==> src/rtl/blob_seq_streamer.sv <==
// Thresholds a grayscale camera stream into one raster-ordered binary frame for Blob.
// Define THRESH_HYST_EN to enable per-row hysteresis thresholding.
module blob_seq_streamer #(
  parameter int IMG_COL = 640,
  parameter int IMG_ROW = 480,
  parameter int PIX_W   = 8,
  parameter int CNT_W   = 19
) (
  input  logic             i_clk,
  input  logic             i_rst,
  input  logic             i_arm,
  input  logic             i_pix_valid,
  input  logic             i_sof,
  input  logic [PIX_W-1:0] i_gray,
  input  logic [PIX_W-1:0] i_thresh,
  input  logic [PIX_W-1:0] i_thresh_lo,
  input  logic             i_blob_done,
  output logic             o_valid,
  output logic             o_seq,
  output logic             o_busy,
  output logic             o_pad_err,
  output logic [7:0]       o_frame_cnt,
  output logic [2:0]       o_dbg_state
);

  // Handshake: o_valid is a one-cycle qualifier for o_seq with no ready; the
  // receiver must take every pixel presented. Gaps between pulses are allowed.

  typedef enum logic [2:0] {
    IDLE     = 3'd0,
    WAIT_SOF = 3'd1,
    STREAM   = 3'd2,
    PAD      = 3'd3,
    DRAIN    = 3'd4
  } state_t;

  localparam logic [CNT_W-1:0] LAST_PIX = CNT_W'(IMG_COL * IMG_ROW - 1);

  state_t           state;
  logic [CNT_W-1:0] pix_cnt;  // index of the next pixel to emit
  logic             last;
  logic             pix_seq;

  assign last        = (pix_cnt == LAST_PIX);
  assign o_busy      = (state != IDLE);
  assign o_dbg_state = state;

`ifdef THRESH_HYST_EN
  localparam int COL_W = (IMG_COL > 1) ? $clog2(IMG_COL) : 1;
  localparam logic [COL_W-1:0] COL_LAST = COL_W'(IMG_COL - 1);

  logic [COL_W-1:0] col_cnt;
  logic [COL_W-1:0] col_now;
  logic             accept;

  assign col_now = (state == STREAM) ? col_cnt : '0;
  assign accept  = i_pix_valid &&
                   ((state == WAIT_SOF && i_sof) || (state == STREAM && !(i_sof && !last)));

  // o_seq still holds the previous pixel of this row whenever col_now != 0.
  always_comb begin
    pix_seq = 1'b0;
    if (i_thresh_lo > i_thresh)     pix_seq = (i_gray >= i_thresh);
    else if (i_gray >= i_thresh)    pix_seq = 1'b1;
    else if (i_gray < i_thresh_lo)  pix_seq = 1'b0;
    else                            pix_seq = (col_now == '0) ? 1'b0 : o_seq;
  end

  always_ff @(posedge i_clk) begin
    if (i_rst) begin
      col_cnt <= '0;
    end else if (accept) begin
      col_cnt <= (col_now == COL_LAST) ? '0 : col_now + 1'b1;
    end
  end
`else
  logic unused_thresh_lo;
  assign unused_thresh_lo = ^i_thresh_lo;

  always_comb begin
    pix_seq = (i_gray >= i_thresh);
  end
`endif

  always_ff @(posedge i_clk) begin
    if (i_rst) begin
      state       <= IDLE;
      pix_cnt     <= '0;
      o_valid     <= 1'b0;
      o_seq       <= 1'b0;
      o_pad_err   <= 1'b0;
      o_frame_cnt <= 8'd0;
    end else begin
      o_valid <= 1'b0;
      if (i_arm) o_pad_err <= 1'b0;
      case (state)
        IDLE: begin
          pix_cnt <= '0;
          if (i_arm) state <= WAIT_SOF;
        end
        WAIT_SOF: begin
          if (i_pix_valid && i_sof) begin
            o_valid <= 1'b1;
            o_seq   <= pix_seq;
            if (last) begin
              state <= DRAIN;
            end else begin
              pix_cnt <= pix_cnt + 1'b1;
              state   <= STREAM;
            end
          end
        end
        STREAM: begin
          if (i_pix_valid) begin
            o_valid <= 1'b1;
            if (i_sof && !last) begin
              // Early SOF: this cycle becomes the first padding pixel.
              o_seq     <= 1'b0;
              o_pad_err <= 1'b1;
              pix_cnt   <= pix_cnt + 1'b1;
              state     <= PAD;
            end else begin
              o_seq <= pix_seq;
              if (last) state <= DRAIN;
              else      pix_cnt <= pix_cnt + 1'b1;
            end
          end
        end
        PAD: begin
          o_valid <= 1'b1;
          o_seq   <= 1'b0;
          if (last) state <= DRAIN;
          else      pix_cnt <= pix_cnt + 1'b1;
        end
        DRAIN: begin
          if (i_blob_done) begin
            state       <= IDLE;
            o_frame_cnt <= o_frame_cnt + 8'd1;
          end
        end
        default: state <= IDLE;
      endcase
    end
  end

endmodule

==> config.mk <==
export PLATFORM = sky130hd
export DESIGN_NAME = blob_seq_streamer
export DESIGN_NICKNAME = d
export VERILOG_FILES = /design/src/rtl/blob_seq_streamer.sv
export SDC_FILE = /design/constraint.sdc
export NUM_CORES = 1
export LEC_CHECK = 0
export ABC_AREA = 1
export CORE_MARGIN = 5
export CORE_UTILIZATION = 50
export DETAILED_ROUTE_END_ITERATION = 10
export PLACE_DENSITY = 0.79
export SYNTH_ARGS = -nofsm -noshare
export SYNTH_HDL_FRONTEND = slang
export SYNTH_SLANG_ARGS = --single-unit
==> constraint.sdc <==
create_clock -name i_clk -period 1.57 [get_ports i_clk]
set_input_delay 0.157 -clock i_clk [delete_from_list [all_inputs] [get_ports i_clk]]
set_output_delay 0.157 -clock i_clk [all_outputs]
set_load 0.005 [all_outputs]
[Word level (Yosys, flattened, before mapping)]
Index checks and enable logic that the tools add are counted.
Word-level totals
  bits of input ports: 30
  word-level logic and storage cells: 53
  register bits after elaboration: 33
  output and inout port bits: 15
Operators by class
  add/subtract/negate cells: 2
  equality and inequality tests: 9
  magnitude comparators: 1
  multiplexer cells: 24
  reductions and logical operators: 11
Operators by type and width (count)
  2-to-1 mux 19 bit: 4
  case mux 19 bit (4 select lines): 1
  2-to-1 mux 3 bit: 7
  adder 19 x 1 -> 19 bit (second input constant): 1
  == test 19 bit (second input constant): 1
  case mux 3 bit (5 select lines): 1
  2-to-1 mux 1 bit: 9
  adder 8 x 1 -> 8 bit (second input constant): 1
  greater-or-equal comparator 8 bit: 1
  != test 2 bit (second input constant): 4
  == test 3 x 2 -> 1 bit (second input constant): 2
  case mux 1 bit (3 select lines): 2
  AND reduction 3 bit: 2
  nonzero test 3 bit: 2
  AND reduction 4 bit: 1
  nonzero test 4 bit: 1
  == test 3 x 1 -> 1 bit (second input constant): 1
  == test 3 bit (second input constant): 1
  zero test 3 bit: 1
  logical AND 1 bit: 2
  AND reduction 2 bit: 1
  zero test 1 bit: 1

[Depth between registers and ports, before layout]
  word-level depth: 6
  gate-level depth with buffers: 12

[Least setup slack after synthesis]
OpenSTA, ideal clock, no wires.
  path kind: reg-to-reg
  start point: reg state[2], in the netlist o_dbg_state[2]
  end point: reg pix_cnt[11]
  buffers on the path: 0
  arrival time: 1.327 ns
  setup slack: 0.130 ns
  period minus slack after synthesis: 1.440 ns
  required time: 1.457 ns
  stages on the path, launching flop included: 12
  path through: dfxtp_1 inv_2 nand2_2 nor2_2 nand2_4 nand3_4 nor2_4 nand2_2 nand2_1 nand2_1 o21ai_1 inv_1
On the way
  cells in the longest elaborated chain, start to end: 3
  elaborated cells between the ends (all ways): 9
  those cells by class: eq/ne (5); mux (1); reduce/logical (3)
Ends and longest elaborated chain
  start, declared: line 39  | state_t state;
  start signal, assigned: line 87  | state <= IDLE;
  start signal, assigned: line 99  | if (i_arm) state <= WAIT_SOF;
  start signal, assigned: line 106  | state <= DRAIN;
  == test 3 x 2 -> 1 bit (tied with other cells): line 96  | case (state)
  nonzero test 4 bit (no source line) / != test 2 bit (equally long branches)
  AND reduction 3 bit (no source line)
  end signal, assigned: line 108  | pix_cnt <= pix_cnt + 1'b1;
  end signal, assigned: line 120  | pix_cnt <= pix_cnt + 1'b1;
  end signal, assigned: line 125  | else pix_cnt <= pix_cnt + 1'b1;
  end, declared: line 40  | logic [CNT_W-1:0] pix_cnt;
Several ways; a longest one is shown, not always the timed one.
A chain may end at the register's enable or synchronous reset.

[Final worst setup path]
  start point: reg pix_cnt[6]
  end point: reg pix_cnt[11]
On the way
  cells in the longest elaborated chain, start to end: 6
  elaborated cells between the ends (all ways): 9
  those cells by class: add/sub (1); eq/ne (1); mux (5); reduce/logical (2)
Ends and longest elaborated chain (line)
  branches (longest 5 deep; another with adder 19 x 1 -> 19 bit)
  case mux 19 bit (4 select lines) *: 96
Every way passes the cells marked *. The select of a mux whose other input is x is not followed.

==> run_results.csv <==
group,metric,value,unit
worst_setup_path,cp.required,1.75,ns
final_layout,fin_area,2820,sq um
route,drc,0,
sta,fin_crit,1.51,ns
worst_setup_path,worst_setup_path_end_kind,"flop",
placed_design,gp_congestion,0.857,
global_routing,overflow,0,
route,antenna_left,0,
clocking,clk_pin_slew,0.07,ns
power_and_ir_drop,power_switching,1.00,mW
final_layout,layout-drive-gt1-share,0.239,
worst_setup_path,critPathMostFrequentCell,"nor2_4",
floorplanning,die_y,73.3,um
sta,final-setup-viol-count,0,
clocking,h-tree-depth,2,
power_and_ir_drop,power,2.77,mW
worst_setup_path,startpoint_type,"flop",
power_and_ir_drop,p_seq_frac,0.353,
route,dr.first_iter.drc_count,122,
power_and_ir_drop,clkPwrFrac,0.237,
route,drt-vias-per-instance,5.04,
route,first_pass_iters,5,
synthesis,synth_seq_area_share,0.330,
outcome,status,"completed",
sta,drv_slew,0,
power_and_ir_drop,p_leak,1.18,nW
worst_setup_path,criticalPathCategory,"flop to flop",
synthesis,syn_inst,298,
power_and_ir_drop,netSwitchingFraction,0.362,
power_and_ir_drop,ir_drop,0.000800,V
placed_design,place_area,2580,sq um
final_layout,diodes,0,
floorplanning,rows,23,
worst_setup_path,critPathArrivalTime,1.69,ns
placed_design,hpwl,3.61,mm
clocking,clockBufferDepth,2,
clocking,root_buffer,"clkbuf_8",
sta,slew_headroom,0.690,
power_and_ir_drop,intPower,1.76,mW
sta,tightest_slew,0.463,ns
worst_setup_path,crit_path_max_incr_delay,0.38,ns
min_path,hold_path.class,"flop to flop",
global_routing,antenna_found_initial,0,
clocking,hold_buffers,0,
worst_setup_path,cp_max_fo,8,
sta,fin_tns_setup,0,ns
route,vias,2088,
worst_setup_path,worstPathCellList,"nand2_2, nor2_4, buf_4, nand3_4, nor2_4, nor2_4, nand2_2, nor2_1, o21ai_1, inv_1",
power_and_ir_drop,power.density,982,nW/um^2
clocking,cts_tree,"built",
worst_setup_path,cp_slowest_cell,"dfxtp_2",
final_layout,mostFrequentLayoutCell,"nand2_1",
final_layout,final_nets,404,
floorplanning,core_area,3940,sq um
final_layout,fin_util,0.714,
sta,period_share,0.961,
global_routing,grt_start_max_net_pins,16,
synthesis,synth.ff_latch_count,33,
synthesis,synth_warnings,0,
global_routing,grt_pass1_vias,1965,
global_routing,grt_pass1_wl,8.28,mm
clocking,cts_buffers,5,
synthesis,synth_area_per_cell,6.72,sq um
sta,fmax,663,MHz
synthesis,syn-num-nets,338,
final_layout,fillers,326,
final_layout,multiInputGateArea,1220,sq um
synthesis,yosysUniqueCellTypes,30,
floorplanning,dieArea,5370,sq um
final_layout,syn2layout_area_growth,40.6,%
sta,fin_worst_skew,0.00608,ns
floorplanning,die_width,73.3,um
clocking,clk_latency,0.29,ns
clocking,cts.sink_count,33,
route,avgRoutedWirePerCell,12.0,um
route,routed_wl,4.97,mm
final_layout,layout_common_cells,"nand2_1 (50), inv_1 (48), clkdlybuf4s50_1 (35)",
placed_design,port-buffer-count,36,
final_layout,seqCellArea,682,sq um
synthesis,synth_area,2000,sq um
flow_run,drv_cap,0,
floorplanning,start_util,0.508,
sta,final-hold-violation-count,0,
power_and_ir_drop,pwr-share-comb,0.410,
global_routing,grtUsageTotal,0.194,
floorplanning,ios,45,
routing by layer:
metal / GRT usage / vias up / part of all wire
li1: - / 1092 / -
met1: 0.236 / 940 / 0.42
met2: 0.328 / 47 / 0.52
met3: 0.0506 / 9 / 0.043
met4: 0.0744 / 0 / 0.015
met5: 0 / - / 0
timing repair:
item,in CTS,in global routing
pin swaps,2,16
setup buffers,1,3
resized for setup,6,39
setup endpoints to repair,8,25
sequential cells by signal, indices dropped and copies added, names as in the netlist:
signal / flops
o_dbg_state: 3
o_frame_cnt: 8
o_pad_err: 1
o_seq: 1
o_valid: 1
pix_cnt: 19
through the flow:
| step | setup slack [ns] | std cells | hold slack (ns) |
|---|---|---|---|
| floorplan | 0.130 | 298 | 0.322 |
| global placement | -0.0856 | 403 | 0.451 |
| detailed placement | -0.130 | 403 | 0.443 |
| CTS | 0.000540 | 411 | 0.462 |
| global route | -0.0216 | 414 | 0.496 |
| finish | 0.0611 | 414 | 0.460 |
power by group through the flow:
stage | Combinational [mW] | Clock, mW | Sequential (mW)
6_report | 1.13 | 0.655 | 0.976
5_1_grt | 1.27 | 0.703 | 0.989
4_1_cts | 1.11 | 0.664 | 0.967
3_5_place_dp | 1.07 | 0 | 0.976
3_3_place_gp | 1.05 | 0 | 0.974
2_1_floorplan | 0.636 | 0 | 0.977
cells by family after synthesis:
kind of cell,Yosys count,share of synthesized area
adder cells (fa/ha/maj),10,0.0625
AND/OR/NAND/NOR,160,0.397
XOR/XNOR,2,0.00875
buffers and inverters,55,0.105
flip-flops,33,0.330
AO/OA/AOI/OAI,38,0.0974
path summary, 6_finish.rpt:
kind	to	from	cells past startpoint	slack [ns]
max	pix_cnt[11]$_SDFFE_PP0P_	pix_cnt[6]$_SDFFE_PP0P_	10	0.06
min	pix_cnt[11]$_SDFFE_PP0P_	pix_cnt[11]$_SDFFE_PP0P_	2	0.46
max reg2reg	pix_cnt[11]$_SDFFE_PP0P_	pix_cnt[6]$_SDFFE_PP0P_	10	0.06
min reg2reg	pix_cnt[11]$_SDFFE_PP0P_	pix_cnt[11]$_SDFFE_PP0P_	2	0.46
worst max-delay path: cells and delay by family, from the launching register on:
| family | cells | cell delay (ns) |
|---|---|---|
| and+or+nand+nor | 7 | 0.73 |
| DFF | 1 | 0.38 |
| buffers and inverters | 2 | 0.19 |
| AOI/OAI and AO/OA | 1 | 0.11 |
final cells by class:
| type | count | area share |
|---|---|---|
| repair buffers | 62 | 0.199 |
| well taps | 50 | 0.0222 |
| inverters | 52 | 0.0711 |
| multi-input cells | 210 | 0.434 |
| clock buffers | 7 | 0.0307 |
| flip-flops and latches | 33 | 0.242 |
Yosys cell counts:
library cell  instances  area [sq um]
o211ai_1              1          7.51
inv_1                50           188
nor3b_1               1          7.51
a21o_1                1          7.51
a21oi_1              23           115
nor2_4                4          45.0
o21ai_0               8          40.0
nor2_2                4          25.0
inv_2                 1          3.75
nand3_1              24           120
nor4_1                1          6.26
nor2_1               41           154
nand2_1              56           210
nor3_2                1          10.0
ha_1                 10           125
buf_2                 1          5.00
inv_4                 1          6.26
nand4_2               1          12.5
dfxtp_1              33           661
nand2_2               4          25.0
o21ai_1               5          25.0
nand3_2               2          20.0
nor2_8                1          20.0
clkbuf_1              2          7.51
nand3_4               1          17.5
nand4_1               7          43.8
xor2_1                2          17.5
nand3b_1              2          15.0
nor3_1                8          40.0
nand2_4               2          22.5
No activity file was read; power rests on OpenSTA's default activity.
